### src/rtl/shift_out_arbiter.sv
// Two-requester round-robin arbiter feeding a serial shift-register chain (data/clock/latch).
// Build option: define SOA_LSB_FIRST_EN to shift frames LSB first; the default is MSB first.
module shift_out_arbiter #(
  parameter int CLK_DIV = 4,
  parameter int WIDTH   = 8
) (
  input  logic             CLK_i,
  input  logic             RST_ni,
  input  logic             req_a_i,
  input  logic [WIDTH-1:0] data_a_i,
  output logic             gnt_a_o,
  input  logic             req_b_i,
  input  logic [WIDTH-1:0] data_b_i,
  output logic             gnt_b_o,
  output logic             busy_o,
  output logic             done_o,
  output logic             ser_data_o,
  output logic             ser_clk_o,
  output logic             ser_latch_o,
  output logic [1:0]       dbg_state_o
);

  typedef enum logic [1:0] {
    IDLE     = 2'd0,
    SHIFT_LO = 2'd1,
    SHIFT_HI = 2'd2,
    LATCH    = 2'd3
  } state_t;

  localparam logic [7:0] DIV_LAST = 8'(CLK_DIV - 1);
  localparam logic [5:0] BIT_LAST = 6'(WIDTH - 1);

  state_t           state_q, state_d;
  logic [7:0]       div_q;
  logic [5:0]       bit_q;
  logic [WIDTH-1:0] sr_q;
  logic             last_b_q;
  logic             div_last, bit_last;
  logic             gnt_a, gnt_b;
  logic             cur_bit;

  assign div_last = (div_q == DIV_LAST);
  assign bit_last = (bit_q == BIT_LAST);

`ifdef SOA_LSB_FIRST_EN
  assign cur_bit = sr_q[0];
`else
  assign cur_bit = sr_q[WIDTH-1];
`endif

  // Handshake: a requester holds req high until it sees its one-cycle gnt pulse; the
  // grant can only fire in IDLE, and data is captured on the clock edge ending that cycle.
  always_comb begin
    gnt_a = 1'b0;
    gnt_b = 1'b0;
    if (state_q == IDLE && RST_ni) begin
      if (req_a_i && (!req_b_i || last_b_q)) gnt_a = 1'b1;
      else if (req_b_i)                      gnt_b = 1'b1;
    end
  end

  always_ff @(posedge CLK_i or negedge RST_ni) begin
    if (!RST_ni) state_q <= IDLE;
    else         state_q <= state_d;
  end

  always_comb begin
    state_d = state_q;
    case (state_q)
      IDLE:     if (gnt_a || gnt_b) state_d = SHIFT_LO;
      SHIFT_LO: if (div_last)       state_d = SHIFT_HI;
      SHIFT_HI: if (div_last)       state_d = bit_last ? LATCH : SHIFT_LO;
      LATCH:    if (div_last)       state_d = IDLE;
      default:                      state_d = IDLE;
    endcase
  end

  always_comb begin
    busy_o      = (state_q != IDLE);
    ser_clk_o   = (state_q == SHIFT_HI);
    ser_latch_o = (state_q == LATCH);
    ser_data_o  = (state_q == SHIFT_LO || state_q == SHIFT_HI) ? cur_bit : 1'b0;
    done_o      = (state_q == LATCH) && div_last;
    gnt_a_o     = gnt_a;
    gnt_b_o     = gnt_b;
    dbg_state_o = state_q;
  end

  // Every state change happens on div_last, so the divider simply wraps per phase.
  always_ff @(posedge CLK_i or negedge RST_ni) begin
    if (!RST_ni) begin
      div_q <= 8'd0;
      bit_q <= 6'd0;
    end else if (state_q == IDLE) begin
      div_q <= 8'd0;
      bit_q <= 6'd0;
    end else begin
      div_q <= div_last ? 8'd0 : div_q + 8'd1;
      if (state_q == SHIFT_HI && div_last) bit_q <= bit_last ? 6'd0 : bit_q + 6'd1;
    end
  end

  always_ff @(posedge CLK_i or negedge RST_ni) begin
    if (!RST_ni) begin
      sr_q     <= '0;
      last_b_q <= 1'b1;
    end else begin
      if (gnt_a) begin
        sr_q     <= data_a_i;
        last_b_q <= 1'b0;
      end else if (gnt_b) begin
        sr_q     <= data_b_i;
        last_b_q <= 1'b1;
      end else if (state_q == SHIFT_HI && div_last) begin
`ifdef SOA_LSB_FIRST_EN
        sr_q <= sr_q >> 1;
`else
        sr_q <= sr_q << 1;
`endif
      end
    end
  end

endmodule

### config.mk
export PLATFORM = sky130hd
export DESIGN_NAME = shift_out_arbiter
export DESIGN_NICKNAME = d
export VERILOG_FILES = /design/src/rtl/shift_out_arbiter.sv
export SDC_FILE = /design/constraint.sdc
export NUM_CORES = 1
export LEC_CHECK = 0
export ABC_AREA = 1
export BUFFER_PORTS_ARGS = -buffer_cell sky130_fd_sc_hd__buf_2
export CORE_MARGIN = 2
export CORE_UTILIZATION = 45
export DETAILED_ROUTE_END_ITERATION = 8
export MAX_ROUTING_LAYER = met4
export PLACE_DENSITY = 0.67
export SLEW_MARGIN = 20
export SYNTH_ARGS = -nofsm -noshare
export SYNTH_HDL_FRONTEND = slang
export SYNTH_SLANG_ARGS = --single-unit
export TNS_END_PERCENT = 5
### constraint.sdc
create_clock -name CLK_i -period 1.8 [get_ports CLK_i]
set_input_delay 0.36 -clock CLK_i [delete_from_list [all_inputs] [get_ports CLK_i]]
set_output_delay 0.36 -clock CLK_i [all_outputs]
set_load 0.02 [all_outputs]
==> flow_summary.toml <==
[run_status]
status = "complete, no violations"

[floorplanning]
die_y_um = 62.7
rows = 21
ios = 29
initial_utilization = 0.469
dieWidth_um = 62.7
core_region_area_sq_mm = 0.00331
die_area_sq_mm = 0.00393

[critical_path]
critPathMaxFanout = 4
path_delay_family = "simple AND/OR/NAND/NOR gates"
rr_endpoint = "sr_q[2]"
r2r_cells = 12
critPathBufInv = 1
r2r_setup_slack_ns = 0.11
cp_data_required_time_ns = 1.44
slowest_stage = "dfrtp_1"
end_kind = "output pin"
path_cells = "nor3_4 > nand2_4 > nor2_4 > buf_6"
cp_slowest_stage_delay_ns = 0.47
crit_type = "reg -> out"
reg2reg_from = "div_q[0]"
crit_arrival_ns = 1.41
cp-start-kind = "register"

[detailed_routing]
wl_per_cell_um = 11.3
drcViolationCount = 0
avgViaCountPerCell = 4.77
ant_nets = 0
routed_wl_um = 3380
num_vias = 1426
firstDrtPassIters = 4
first_iter_violations = 73

[power]
leakagePower_uw = 0.00109
total_power_uw = 2420
cellPowerDensity_mw_per_mm2 = 1210
p_switching_uw = 1070
clkPwrFrac = 0.105
seqPwrFrac = 0.335
vdd_ir_drop_max_v = 0.000505
p_int_uw = 1350
combPwrFrac = 0.560
power.share.switching = 0.440

[sta]
finClkSkew_ns = 0.00639
setup_tns_ns = 0
final_hold_viol_count = 0
grt_setup_unrepaired = "yes"
fin_crit_sh = 0.986
relSlewSlack = 0.788
whs_ns = 0.0846
fmax_mhz = 563
setup_slack_ns = 0.0250
setup_viol = 0
slew_violations = 0
worst_slew_pin_slew_ns = 0.318
period_needed_ns = 1.77

[grt]
grt_pass1_vias = 1348
grt_pass1_wl_um = 5890
grt_usage = 0.190
grt_overflow = 0
antenna_found_initial = 0
grt_max_degree = 26

[synthesis]
synth_warnings = 0
ys_seq_area_frac = 0.404
async_flop_share = 1.00
synth_cell_types = 26
synth_edf_count = 0
synth_common_cells = "nand2_1 (58), nand3_1 (34), dfrtp_1 (24)"
synth_top_area_cell = "dfrtp_1"
synth_area_leaders = "dfrtp_1 (39%), nand2_1 (14%), nand3_1 (11%), inv_1 (5.3%), ha_1 (4.8%)"
syn_area_sq_mm = 0.00155
syn_nets = 230
ys.flop_type = "dfrtp_1"
ys_ff_latch = 25
yosysMostFrequentCell = "nand2_1"
synthCells = 204
syn_area_per_cell_sq_um = 7.61
netlist.area_leader.share = 0.387

[finish]
finalInstanceArea_sq_mm = 0.00199
drive_above_1_share = 0.340
area_delta_synth_final_pct = 28.5
antennaDiodeCount = 0
final_nets = 280

[min_path]
hold_class = "in -> async"

[cts]
cts_tree = "built"
clk_pin_slew_ns = 0.14
root_buffer = "clkbuf_4"
cts_inserted_buffers = 3
cts.sinks = 25
clock_latency_ns = 0.32
htreeDepth = 1
ctsHoldBuffers = 0
cts_buffer_depth = 2

[place]
gp_congestion = 0.896
placed_area_sq_mm = 0.00177
place_worst_setup_slack_ns = 0.141
portBuffers = 28
dpl.hpwl_um = 2390

[job]
cap_violations = 0
[cells by family (layout without fill, tap and decap cells)]
group,Yosys count,after routing,share of synthesized area
AO/OA/AOI/OAI,8,8,0.0258
flip-flops,25,25,0.404
adder cells (fa/ha/maj),6,6,0.0484
buffers and inverters,29,78,0.0823
XOR/XNOR,4,4,0.0226
AND/OR/NAND/NOR,132,132,0.417
[cells in the final DEF, fill, tap and decap left out]
master	n
nor3b_1	2
ha_2	1
nor3_4	1
clkinv_2	2
inv_2	7
clkbuf_4	3
nor2_1	13
or2_0	1
nand4_1	3
buf_4	18
o21ai_0	4
nor2_8	1
ha_4	2
nand3_2	1
inv_1	17
buf_6	4
xnor2_1	1
nand2_1	56
inv_4	1
nand3b_1	1
nor2_4	2
nor3_1	1
nand3_1	33
dfrtp_1	24
clkbuf_1	1
or2_2	6
nand3_4	1
nand2_4	6
dfstp_2	1
xor2_1	3
o21ai_1	4
ha_1	3
buf_2	25
nand2_2	4
[worst max-delay path by stage]
stage | startpoint | end | slack (ns) | cells past startpoint
floorplan | dbg_state_o[0] | gnt_a_o | 0.04 | 8
global placement | dbg_state_o[1] | gnt_a_o | 0.21 | 7
detailed placement | dbg_state_o[0] | gnt_a_o | 0.14 | 7
CTS | div_q[1] | done_o | -0.005 | 6
global route | div_q[0] | done_o | -0.07 | 6
finish | div_q[5] | done_o | 0.03 | 4
[flip-flops by register name (all words and copies together), names as in the netlist]
signal and cells:
bit_q 6, dbg_state_o 2, div_q 8, last_b_q 1, sr_q 8
[layer usage]
| metal | share of wire | vias up | global-route usage |
|---|---|---|---|
| met5 | 0 | - | - |
| met4 | 0.012 | 0 | 0.0722 |
| met3 | 0.036 | 6 | 0.0180 |
| met2 | 0.48 | 35 | 0.325 |
| met1 | 0.47 | 642 | 0.233 |
| li1 | - | 743 | - |
[timing repair]
action,CTS,global route
pin swaps,4,6
gates resized for setup,13,16
setup endpoints to repair,4,12
setup buffers,9,4
[worst reg2reg max path, delay by kind of cell (launching register included)]
kind          cells  cell delay (ns)
fa+ha+maj         1             0.19
simple gates      6             0.57
flops             1             0.38
buf+inv           5             0.46
[power groups by stage]
stage | Sequential, uW | Clock [uW] | Combinational [uW]
after global placement | 819 | 0 | 1110
after CTS | 810 | 269 | 1270
after floorplan | 840 | 0 | 791
final | 811 | 253 | 1350
after global routing | 835 | 287 | 1510
after detailed placement | 823 | 0 | 1120
[final cells by class]
class | count | area [sq um]
Clock buffer | 4 | 26.3
Fill cell | 313 | 1320
Inverter | 27 | 106
Multi-Input combinational cell | 150 | 871
Sequential cell | 25 | 627
Tap cell | 46 | 57.6
Timing Repair Buffer | 47 | 305
[stage by stage]
step | util | cells
final | 0.602 | 299
after global placement | 0.535 | 282
after CTS | 0.578 | 295
after global routing | 0.602 | 299
after detailed placement | 0.535 | 282
after floorplan | - | 204
(Power assumes the default switching activity.)
